### config.mk
export PLATFORM = sky130hd
export DESIGN_NAME = nbit_pipelined_adder
export DESIGN_NICKNAME = d
export VERILOG_FILES = /design/src/rtl/nbit_pipelined_adder.sv
export SDC_FILE = /design/constraint.sdc
export NUM_CORES = 1
export LEC_CHECK = 0
export CAP_MARGIN = 20
export CORE_MARGIN = 2
export CORE_UTILIZATION = 53
export CTS_BUF_LIST = sky130_fd_sc_hd__clkbuf_2
export CTS_CLUSTER_SIZE = 40
export DETAILED_ROUTE_END_ITERATION = 8
export MAX_ROUTING_LAYER = met4
export PLACE_DENSITY = 0.89
export SYNTH_ARGS = -nofsm -noshare
export SYNTH_HDL_FRONTEND = slang
export SYNTH_SLANG_ARGS = --single-unit
### constraint.sdc
create_clock -name clk -period 3.6 [get_ports clk]
set_input_delay 0.54 -clock clk [delete_from_list [all_inputs] [get_ports clk]]
set_output_delay 0.54 -clock clk [all_outputs]
set_load 0.02 [all_outputs]
### src/rtl/nbit_pipelined_adder.sv
// Segmented add/subtract: one SEG-bit ripple per stage, carry registered between stages.
// Latency: STAGES = N/SEG cycles from acceptance to out_valid; one operation per cycle.
// Backpressure: global enable, every stage holds while out_valid && !out_ready.
module nbit_pipelined_adder #(
    parameter int N   = 32,
    parameter int SEG = 8
) (
    input  logic         clk,
    input  logic         rst,
    input  logic         in_valid,
    output logic         in_ready,
    input  logic [N-1:0] a,
    input  logic [N-1:0] b,
    input  logic         cin,
    input  logic         sub,
    output logic         out_valid,
    input  logic         out_ready,
    output logic [N-1:0] s,
    output logic         cout,
    output logic         ovf
);

    localparam int STAGES = N / SEG;
    localparam int L      = STAGES - 1;

    logic [N-1:0]      a_q   [STAGES];
    logic [N-1:0]      a_d   [STAGES];
    logic [N-1:0]      bx_q  [STAGES];
    logic [N-1:0]      bx_d  [STAGES];
    logic [N-1:0]      sum_q [STAGES];
    logic [N-1:0]      sum_d [STAGES];
    logic [STAGES-1:0] c_q;
    logic [STAGES-1:0] c_d;
    logic [STAGES-1:0] vld_q;
    logic [STAGES-1:0] vld_d;
    logic              ovf_q;
    logic              ovf_d;

    logic [N-1:0]      src_a   [STAGES];
    logic [N-1:0]      src_bx  [STAGES];
    logic [N-1:0]      src_sum [STAGES];
    logic [STAGES-1:0] src_c;
    logic [STAGES-1:0] src_v;
    logic [SEG:0]      seg_sum [STAGES];
    logic              adv;

    always_comb begin
        adv = !vld_q[L] || out_ready;

        // Stage 0 is fed from the ports; later stages from the previous stage register.
        src_a[0]   = a;
        src_bx[0]  = sub ? ~b : b;
        src_sum[0] = '0;
        src_c[0]   = sub | cin;
        src_v[0]   = in_valid;
        for (int k = 1; k < STAGES; k++) begin
            src_a[k]   = a_q[k-1];
            src_bx[k]  = bx_q[k-1];
            src_sum[k] = sum_q[k-1];
            src_c[k]   = c_q[k-1];
            src_v[k]   = vld_q[k-1];
        end

        for (int k = 0; k < STAGES; k++) begin
            seg_sum[k] = {1'b0, src_a[k][k*SEG +: SEG]}
                       + {1'b0, src_bx[k][k*SEG +: SEG]}
                       + {{SEG{1'b0}}, src_c[k]};
            a_d[k]   = a_q[k];
            bx_d[k]  = bx_q[k];
            sum_d[k] = sum_q[k];
            c_d[k]   = c_q[k];
            vld_d[k] = vld_q[k];
            if (adv) begin
                a_d[k]                  = src_a[k];
                bx_d[k]                 = src_bx[k];
                sum_d[k]                = src_sum[k];
                sum_d[k][k*SEG +: SEG]  = seg_sum[k][SEG-1:0];
                c_d[k]                  = seg_sum[k][SEG];
                vld_d[k]                = src_v[k];
            end
        end

        ovf_d = ovf_q;
        if (adv) begin
            ovf_d = (src_a[L][N-1] == src_bx[L][N-1]) && (sum_d[L][N-1] != src_a[L][N-1]);
        end
    end

    always_ff @(posedge clk) begin
        if (rst) begin
            for (int k = 0; k < STAGES; k++) begin
                a_q[k]   <= '0;
                bx_q[k]  <= '0;
                sum_q[k] <= '0;
            end
            c_q   <= '0;
            vld_q <= '0;
            ovf_q <= 1'b0;
        end else begin
            for (int k = 0; k < STAGES; k++) begin
                a_q[k]   <= a_d[k];
                bx_q[k]  <= bx_d[k];
                sum_q[k] <= sum_d[k];
            end
            c_q   <= c_d;
            vld_q <= vld_d;
            ovf_q <= ovf_d;
        end
    end

    assign in_ready  = adv;
    assign out_valid = vld_q[L];
    assign s         = sum_q[L];
    assign cout      = c_q[L];
    assign ovf       = ovf_q;

endmodule

# [After elaboration in Yosys (flattened, before gate mapping)]
# Memory sizes are Yosys's and may differ from the RTL's.
# Index checks and enable logic that the tools add are counted.
[classes] mux=28 bitwise=14 eq_ne=3 n_reduce_logical=4 addsub=8
[op_table] operator="32-bit two-way mux" n=25
[op_table] operator="8-bit by 8-bit adder with 9-bit output" n=4
[op_table] operator="9-bit by 1-bit adder with 9-bit output" n=4
[op_table] operator="32-bit NOT" n=1
[op_table] operator="1-bit bitwise OR" n=13
[op_table] operator="1-bit two-way mux" n=3
[op_table] operator="2-bit AND reduction" n=1
[op_table] operator="1-bit == test" n=1
[op_table] operator="1-bit logical AND" n=1
[op_table] operator="1-bit zero test" n=1
[op_table] operator="1-bit logical OR" n=1
[op_table] operator="1-bit inequality test" n=1
[op_table] operator="1-bit inequality test (second input constant)" n=1
[totals] ff_bits=9 word_cells=63 memories=3 out_inout_bits=36 input_bits=70 ramBits=384
[memory_table] memory="a_q" depth=4 word_bits=32 read_ports=3 rd_clocked_by_memory_dff=0 wr=4 line_no="26" source="logic [N-1:0] a_q [STAGES];"
[memory_table] memory="bx_q" depth=4 word_bits=32 read_ports=3 rd_clocked_by_memory_dff=0 wr=4 line_no="28" source="logic [N-1:0] bx_q [STAGES];"
[memory_table] memory="sum_q" depth=4 word_bits=32 read_ports=4 rd_clocked_by_memory_dff=0 wr=4 line_no="30" source="logic [N-1:0] sum_q [STAGES];"

# [Depth between registers and ports, before layout]
# Gate-level depths: netlist of run 1.
[depth] ltp_word=6 depth_mapped=10 mapped_depth_nobuf=8

# [Worst setup path after synthesis of run 1]
# No wires, ideal clock.
[synth_path] path_kind="input-to-reg" startpoint="input sub" endpoint="memory sum_q[0][6]" path_slack_ns=0.931 path_stages=10 arrival_ns=2.529 setup_ns=0.140 path_buffers=2 t_required_ns=3.460 cell_sequence="buf_2 buf_2 or2_2 fa_1 inv_1 fa_1 nor2b_1 o31a_1 o311ai_0 o211ai_1"
[synth_rtl] item="from (decl)" line_no="15" source="input logic sub,"
[synth_rtl] item="to (decl)" line_no="30"

# [Worst setup path in the final report of run 1]
[layout_path] startpoint="register vld_q[3]" endpoint="output in_ready"
[layout_between] elab_chain_len=2
[layout_lines] item="from (decl)" line_no="34" source="logic [STAGES-1:0] vld_q;"
[layout_lines] item="from (signal assigned)" line_no="106" source="vld_q <= vld_d;"
[layout_lines] item="1-bit zero test" line_no="48" source="adv = !vld_q[L] || out_ready;"
[layout_lines] item="1-bit logical OR" line_no="48"
[layout_lines] item="to (decl)" line_no="11" source="output logic in_ready,"
# Every way passes these cells.

==> impl_metrics.csv, run 1 <==
group,metric,value,unit
outcome,outcome,"completed",
detailed_routing,drt_iter0_markers,463,
sta,max_freq,348,MHz
power_and_ir_drop,p_total,3.91,mW
yosys,synth.most_common_cell,"nand2_1",
die,fp-row-count,45,
sta,tightest_slew,782,ps
clocking,ctsResizeCount,0,
clocking,htreeDepth,4,
setup_path,worstReg2RegStart,"c_q[1]",
placed_design,dp_slack,785,ps
setup_path,worstSetupStartpoint,"vld_q[3]",
grt,overflow,0,
cells_and_area,fin_nets,1150,
die,die_h,127,um
clocking,clock_sinks,185,
yosys,synth_cells,982,
setup_path,crit_path_start_kind,"register",
cells_and_area,fin_area,9370,sq um
power_and_ir_drop,p_per_area,417,nW/um^2
grt,antenna_found_initial,0,
yosys,synth_edf_count,0,
clocking,clock-root-buffer,"clkbuf_2",
clocking,cts_hold_buf,0,
cells_and_area,antenna_cells,0,
yosys,netlist_area,8050,sq um
detailed_routing,vias,6758,
sta,min_period,2870,ps
setup_path,setup.worst_path.end,"in_ready",
sta,setup_viol,0,
detailed_routing,ant_nets,0,
setup_path,worstPathRequired,3060,ps
detailed_routing,viasPerCell,5.43,
detailed_routing,remaining_drc_errors,0,
sta,hold_viol_final,0,
clocking,clock_latency,750,ps
clocking,clk_pin_slew,240,ps
clocking,cts_buffers,17,
clocking,cts_tree,"built",
yosys,synth_top_area_share,0.460,
clocking,postCtsSetupRepairBufs,0,
power_and_ir_drop,ir_drop,0.220,mV
placed_design,dp_hpwl,11.0,mm
yosys,synth.ff_latch_count,185,
sta,finalCritPeriodShare,0.798,
setup_path,reg2reg_slack,1540,ps
cells_and_area,layout-drive-gt1-share,0.0482,
setup_path,critPathCaptureType,"output port",
yosys,synth.avg_cell_area,8.20,sq um
detailed_routing,wire_per_inst,13.3,um
sta,slew_headroom,0.479,
sta,rsz0062_at_grt,"false",
cells_and_area,area_growth_syn_to_layout,16.4,%
grt,grt_max_degree,192,
detailed_routing,totalWireLength,16.5,mm
clocking,ctsLongestPathBuffers,2,
grt,grt_pass1_wl,28.2,mm
sta,finalSetupTns,0,ps
yosys,ys_warn_count,0,
setup_path,worst_r2r_path_depth,7,
yosys,async_flop_share,0,
yosys,yosys.cell_types.count,44,
placed_design,port-buffer-count,105,
job,maxCapViolations,0,
die,ioPinCount,106,
grt,grt_use_total,0.218,
yosys,synth-main-ff-cell,"dfxtp_1",
die,start_util,0.535,
die,die_area,16200,sq um
placed_design,gp_congestion,0.815,
grt,grt_pass1_vias,5985,
detailed_routing,drtPass1Iterations,5,
die,die_x,127,um
sta,skew,42.0,ps
setup_path,r2r-end,"c_q[2]",
yosys,ys_seq_area_frac,0.460,
yosys,synth_nets,1088,
cells_and_area,utilization,0.624,
setup_path,crit_path_max_fanout,64,
sta,fin_ws,728,ps
min_path,hold_path_class,"in2reg",
setup_path,arrival,2330,ps
yosys,yosysTopAreaCell,"dfxtp_1",
placed_design,placed_area,9110,sq um
sta,maxSlewViolCount,0,
die,core_area,15000,sq um
setup_path,crit_type,"reg2out",
yosys,synthTopCellsByCount,"nand2_1 (265), dfxtp_1 (185), a21oi_1 (147), nor2_1 (39), a211oi_1 (37)",
yosys,ys_top_cells_by_area,"dfxtp_1 (46%), nand2_1 (12%), a21oi_1 (9.1%)",
power_and_ir_drop,leakagePower,3.62,nW
[power breakdown]
part | switching, mW | total, mW | internal (mW) | leakage [nW]
Clock | 0.708 | 1.10 | 0.389 | 0.150
Combinational | 0.278 | 0.553 | 0.275 | 1.95
Sequential | 0.0752 | 2.26 | 2.19 | 1.52
[critical path, stage by stage (launching register included)]
cell and delay, ps:
dfxtp_1 380, nor2b_4 150, inv_6 350, clkdlybuf4s50_1 700
[layout make-up]
cell class | count | area, sq um
clock buffer | 17 | 85.1
clock inverter | 15 | 175
fill | 1282 | 5660
inverter | 20 | 80.1
multi-input combinational | 708 | 3980
sequential | 185 | 3700
tap | 188 | 235
timing repair buffer | 112 | 1110
[kinds of logic (layout without fill, tap and decap cells)]
kind of cell,Yosys count,in the layout,synth area share
AOI/OAI and AO/OA,257,257,0.194
xor gates and xnor gates,32,32,0.0348
adders and majority gates,36,36,0.0634
buffers and inverters,89,164,0.0462
DFF,185,185,0.460
muxes,1,1,0.00140
and+or+nand+nor,382,382,0.200
[routing by layer]
metal,vias up,GRT usage,part of all wire
met5,-,-,0
met4,0,0.0627,0.016
met3,21,0.0381,0.035
met2,143,0.336,0.46
met1,3097,0.296,0.49
li1,3497,-,-
[per-stage QoR]
stage	cells	hold slack [ps]
floorplan	982	432
global placement	1213	437
detailed placement	1213	444
CTS	1245	225
global route	1245	235
finish	1245	289
[layout by cell type (no fill, tap or decap), drive strengths merged, types with 11 or more instances in the layout]
master / count
a21oi: 147
nor3: 12
o211ai: 11
inv: 22
nand3: 22
or3: 11
xnor2: 23
ha: 28
o21ai: 14
nor2: 39
dfxtp: 185
nand2: 265
clkdlybuf4s50: 103
a211oi: 37
o21a: 13
clkbuf: 17
[flip-flops by register name, summed over array words and instances (netlist names)]
name and cells:
sum_q 80, bx_q 48, c_q 4, vld_q 4, ovf 1, a_q 48
[worst min-delay path by stage]
stage | startpoint | end | slack [ps] | cells after the start
floorplan | sum_q[0][4] | sum_q[1][4] | 430 | 2
global placement | sum_q[3][18] | sum_q[3][18] | 440 | 2
detailed placement | sum_q[1][2] | sum_q[1][2] | 440 | 2
CTS | rst | vld_q[3] | 230 | 2
global route | a[30] | a_q[0][30] | 230 | 3
finish | rst | vld_q[3] | 290 | 2
No activity file was read; power rests on OpenSTA's default activity.
==> run 2, diff against run 1 <==
--- a/config.mk
+++ b/config.mk
@@ -7,12 +7,12 @@
 export LEC_CHECK = 0
 export CAP_MARGIN = 20
 export CORE_MARGIN = 2
-export CORE_UTILIZATION = 53
+export CORE_UTILIZATION = 52
 export CTS_BUF_LIST = sky130_fd_sc_hd__clkbuf_2
 export CTS_CLUSTER_SIZE = 40
 export DETAILED_ROUTE_END_ITERATION = 8
 export MAX_ROUTING_LAYER = met4
-export PLACE_DENSITY = 0.89
+export PLACE_DENSITY = 0.91
 export SYNTH_ARGS = -nofsm -noshare
 export SYNTH_HDL_FRONTEND = slang
 export SYNTH_SLANG_ARGS = --single-unit
==> constraint.sdc (replaced) <==
create_clock -name clk -period 2.64 [get_ports clk]
set_input_delay 0.396 -clock clk [delete_from_list [all_inputs] [get_ports clk]]
set_output_delay 0.396 -clock clk [all_outputs]
set_load 0.02 [all_outputs]
==> run 2 against run 1 <==
Compared with the run above: non-clock buffer count increased by 9; cell count increased by 0.72%; count of clock-buffer cells in the layout unchanged; cell area increased by 1.4%; total power increased by 41%; clock skew decreased by 25 ps; sequential share of layout area decreased by 0.56 points; clock power increased by 51%; die area increased by 1.9%; via count increased by 1.4%; worst setup slack got worse by 510 ps.
==> impl_metrics.csv, run 2 (synthesis gave the netlist of run 1 again) <==
group,metric,value,unit
cells_and_area,regMostFlops,"sum_q",
detailed_routing,drt_iter0_markers,461,
setup_path,crit_slowest_cell,"clkdlybuf4s50_1",
job,maxCapViolations,0,
detailed_routing,viasPerCell,5.46,
detailed_routing,drtPass1Iterations,5,
sta,rsz0062_at_grt,"false",
cells_and_area,reg.largest.list,"sum_q x80, a_q x48, bx_q x48",
cells_and_area,layout.cells.non_filler,1254,
detailed_routing,totalWireLength,17.5,mm
cells_and_area,area_growth_syn_to_layout,18.1,%
setup_path,arrival,2030,ps
die,die_h,128,um
die,die_area,16500,sq um
die,ioPinCount,106,
cells_and_area,utilization,0.628,
cells_and_area,antenna_cells,0,
sta,slew_headroom,0.541,
placed_design,port-buffer-count,105,
clocking,postCtsSetupRepairBufs,0,
placed_design,placed_area,9200,sq um
power_and_ir_drop,combPwrFrac,0.141,
setup_path,worstSetupStartpoint,"vld_q[3]",
placed_design,dp.cells,1221,
placed_design,dp_hpwl,11.9,mm
die,core_area,15100,sq um
power_and_ir_drop,switching_share,0.273,
grt,antenna_found_initial,0,
clocking,clock-root-buffer,"clkbuf_2",
power_and_ir_drop,ir_drop,0.381,mV
cells_and_area,largest_reg_flops,80,
grt,overflow,0,
power_and_ir_drop,pwr-share-seq,0.559,
clocking,clock_sinks,185,
cells_and_area,final_common_cell,"nand2_1",
sta,setup_viol,0,
detailed_routing,ant_nets,0,
power_and_ir_drop,leakagePower,3.69,nW
sta,tightest_slew,688,ps
sta,max_freq,412,MHz
detailed_routing,wire_per_inst,13.9,um
grt,grt_pass1_vias,6200,
setup_path,worstReg2RegStart,"a_q[0][88]",
grt,grt_pass1_wl,28.7,mm
clocking,cts_buffers,17,
sta,hold_viol_final,0,
sta,maxSlewViolCount,0,
setup_path,worst_r2r_path_depth,7,
setup_path,crit_path_start_kind,"register",
sta,finalCritPeriodShare,0.918,
clocking,cts_tree,"built",
power_and_ir_drop,clockPowerShare,0.300,
detailed_routing,remaining_drc_errors,0,
setup_path,worstPathRequired,2240,ps
clocking,htreeDepth,4,
cells_and_area,fin_area,9510,sq um
cells_and_area,fin_nets,1159,
grt,grt_max_degree,107,
power_and_ir_drop,internal-power,4.02,mW
detailed_routing,vias,6853,
sta,skew,17.5,ps
power_and_ir_drop,p_per_area,581,nW/um^2
clocking,clk_pin_slew,260,ps
outcome,outcome,"completed",
die,start_util,0.532,
setup_path,setup.worst_path.end,"in_ready",
placed_design,dp_slack,-4.03,ps
setup_path,reg2reg_slack,570,ps
sta,fin_ws,215,ps
setup_path,crit_path_max_fanout,2,
cells_and_area,layout_common_cells,"nand2_1 (265), dfxtp_1 (185), a21oi_1 (147)",
sta,finalSetupTns,0,ps
setup_path,r2r-end,"c_q[3]",
sta,min_period,2420,ps
setup_path,crit_type,"reg2out",
clocking,clock_latency,760,ps
min_path,hold_path_class,"in2reg",
setup_path,max_stage_delay,600,ps
setup_path,crit_path_cell_trace,"nor2b_4 > inv_6 > clkdlybuf4s50_1",
setup_path,critPathCaptureType,"output port",
cells_and_area,layout-drive-gt1-share,0.0572,
power_and_ir_drop,switching_power,1.51,mW
placed_design,gp_congestion,0.848,
die,die_x,128,um
die,fp-row-count,45,
clocking,ctsLongestPathBuffers,2,
grt,grt_use_total,0.221,
==> run 2: cell types whose count changed in the layout (fill, tap and decap cells not counted), sizes merged <==
cell	previous run	this run
buf	9	17
bufinv	3	4
clkinv	8	1
clkinvlp	2	4
dlygate4sd3	0	1
inv	22	26
==> run 2: worst min path at each step <==
stage                     start     endpoint  cells past startpoint
global placement    sum_q[3][8]  sum_q[3][8]                      2
finish                     a[9]    a_q[0][9]                      3
CTS                       a[12]   a_q[0][12]                      3
global route              a[12]   a_q[0][12]                      3
detailed placement     vld_q[1]     vld_q[1]                      2
floorplan           sum_q[0][4]  sum_q[1][4]                      2
==> run 2: per-stage QoR <==
step	total power, mW	hold slack, ps
after floorplan	3.61	432
after global routing	5.78	89.9
after global placement	3.88	439
final	5.53	151
after CTS	5.56	70.1
after detailed placement	3.91	443
==> run 2: what timing repair did <==
action	4_1_cts	5_1_grt
gates resized for setup	0	0
endpoints found under the hold margin	28	0
hold buffers	1	0
==> run 2: critical path: cells and delay by family (launching register included) <==
kind	cells	cell delay (ps)
simple gates	1	230
buf+inv	2	650
flops	1	400
==> run 2: power groups by stage <==
| stage | sequential [mW] | combinational [mW] | clock, mW |
|---|---|---|---|
| 2_1_floorplan | 3.13 | 0.481 | 0 |
| 3_3_place_gp | 3.13 | 0.745 | 0 |
| 3_5_place_dp | 3.14 | 0.767 | 0 |
| 4_1_cts | 3.09 | 0.775 | 1.70 |
| 5_1_grt | 3.11 | 0.865 | 1.80 |
| 6_report | 3.09 | 0.777 | 1.66 |
==> run 2: area by class of cell <==
cell class	count	area (sq um)
multi-input combinational	708	3980
inverter	20	80.1
tap	188	235
timing repair buffer	121	1210
clock buffer	17	85.1
fill	1270	5640
sequential	185	3700
clock inverter	15	215
==> run 2: layer usage <==
layer / global-route usage / routed length [um] / vias to the layer above
met3: 0.0457 / 787 / 31
met1: 0.283 / 7940 / 3141
met2: 0.348 / 8310 / 184
li1: - / - / 3497
met4: 0.0827 / 441 / 0
met5: - / 0 / -
==> patch: new RTL, flow settings as in run 1 <==
Set the parameter `SEG` to 16 (it was 8).
--- a/src/rtl/nbit_pipelined_adder.sv
+++ b/src/rtl/nbit_pipelined_adder.sv
@@ -5,3 +5,3 @@
     parameter int N   = 32,
-    parameter int SEG = 8
+    parameter int SEG = 16
 ) (
Check against the original RTL: not equivalent (Yosys sat finds a counterexample within 4 cycles, from zero or initial values and one cycle with rst high).
==> patch against run 1 <==
- cell area down 37%
- register-to-register slack worse by 0.88 ns
- combinational power up 33%
- area after synthesis down 42%
- worst setup slack worse by 0.071 ns
- count of clock-buffer cells in the layout down 8
- sequential cell count down 100
- final cell count down 43%
- via count down 41%
- power down 37%
- routed wire length down 34%
- largest power group unchanged
==> patch: results (changes against run 1) <==
status: "completed"  # unchanged
ys_types: 52  # was 44
fill_cells: 677  # was 1282
synth_xor_area_frac: 0.0903  # was 0.0348
clk_latency_ns: 0.55  # was 0.75 ns
antenna_found_initial: 1  # was 0
critical_path_arrival_ns: 3.43  # was 2.33 ns
p_leak_uw: 0.00247  # was 0.00362 µW
avgSynthCellArea_um2: 9.29  # was 8.20 µm²
place_ws_ns: 0.352  # was 0.785 ns
synth-compound-area-share: 0.183  # was 0.194
synth_nets: 605  # was 1088
grt_max_degree: 79  # was 192
rr_endpoint: "sum_q[0][62]"  # was c_q[2]
fin_worst_skew_ns: 0.0432  # was 0.0420 ns
reg2reg_depth: 9  # was 7
hpwl_mm: 8.17  # was 11.0 mm
critPathMaxFanout: 4  # was 64
h-tree-depth: 3  # was 4
grt_pass1_vias: 3904  # was 5985
gp_congestion: 0.938  # was 0.815
hold_class: "flip-flop to flip-flop"  # was input pin to flip-flop
slew_headroom: 0.397  # was 0.479
min_to: "sum_q[0][36]"  # was vld_q[3]
synth_seq_area_share: 0.435  # was 0.460
post_drt_wl_per_cell_um: 15.2  # was 13.3 µm
initialDrtViolationCount: 230  # was 463
synth_common_cells: "nand2_1, dfxtp_1, a21oi_1, nor2_1, edfxtp_1"  # was nand2_1, dfxtp_1, a21oi_1, nor2_1, a211oi_1
synth_top_area_frac: 0.228  # was 0.460
top_regs: "sum_q: 48 flops, a_q: 16 flops, bx_q: 16 flops"  # was sum_q: 80 flops, a_q: 48 flops, bx_q: 48 flops
reg2reg_from: "c_q[0]"  # was c_q[1]
vias: 3974  # was 6758
clk_pin_slew_ns: 0.26  # was 0.24 ns
patch: layout make-up:
class	instances	area [µm²]	area share
multi-input combinational	377	2490	0.420
clock buffer	9	45.0	0.00760
antenna	1	2.50	0.000422
inverter	15	56.3	0.00950
clock inverter	7	88.8	0.0150
tap	108	135	0.0228
sequential	85	2020	0.341
timing repair buffer	110	1090	0.184
patch: where the power goes:
| group | internal (µW) | switching, µW | leakage (µW) |
|---|---|---|---|
| clock | 226 | 323 | 0.0000774 |
| combinational | 359 | 379 | 0.00159 |
| sequential | 1110 | 56.4 | 0.000805 |
patch: per-layer routing:
layer | routed length (µm) | GRT usage | up-vias | part of all wire
met4 | 245 | 0.0748 | 0 | 0.023
met3 | 586 | 0.0396 | 21 | 0.054
li1 | - | - | 1957 | -
met5 | 0 | - | - | 0
met1 | 4390 | 0.271 | 1846 | 0.40
met2 | 5630 | 0.424 | 150 | 0.52
patch: per-stage QoR:
stage          area [µm²]  utilization  hold WS (ns)  total power [µW]
3_5_place_dp         5790        0.671         0.444              1920
6_report             5930        0.686         0.463              2460
5_1_grt              5930        0.686         0.481              2590
2_1_floorplan        4650            -         0.425              1640
3_3_place_gp         5790        0.671         0.439              1890
4_1_cts              5930        0.686         0.465              2460
patch: cell families after synthesis:
family	after synthesis
muxes	1
DFF	85
buffers and inverters	39
xor gates and xnor gates	48
and+or+nand+nor	162
AOI/OAI and AO/OA	132
adders and majority gates	34
patch: worst max path at each step:
stage	from	end	slack, ns	cells past startpoint
after CTS	c_q[0]	sum_q[0][62]	0.67	9
final	c_q[0]	sum_q[0][62]	0.66	9
after global routing	c_q[0]	sum_q[0][62]	0.40	9
after detailed placement	cin	sum_q[0][12]	0.35	11
after floorplan	sub	sum_q[0][12]	0.35	12
after global placement	cin	sum_q[0][12]	0.47	11
patch: critical path, stage by stage, from the launching register on:
cell	delay, ns
dfxtp_1	0.41
fa_1	0.20
inv_1	0.06
fa_1	0.38
and2b_1	0.26
o2111ai_1	0.15
and2_1	0.23
a2111oi_0	0.63
o21ai_0	0.29
a32o_1	0.30
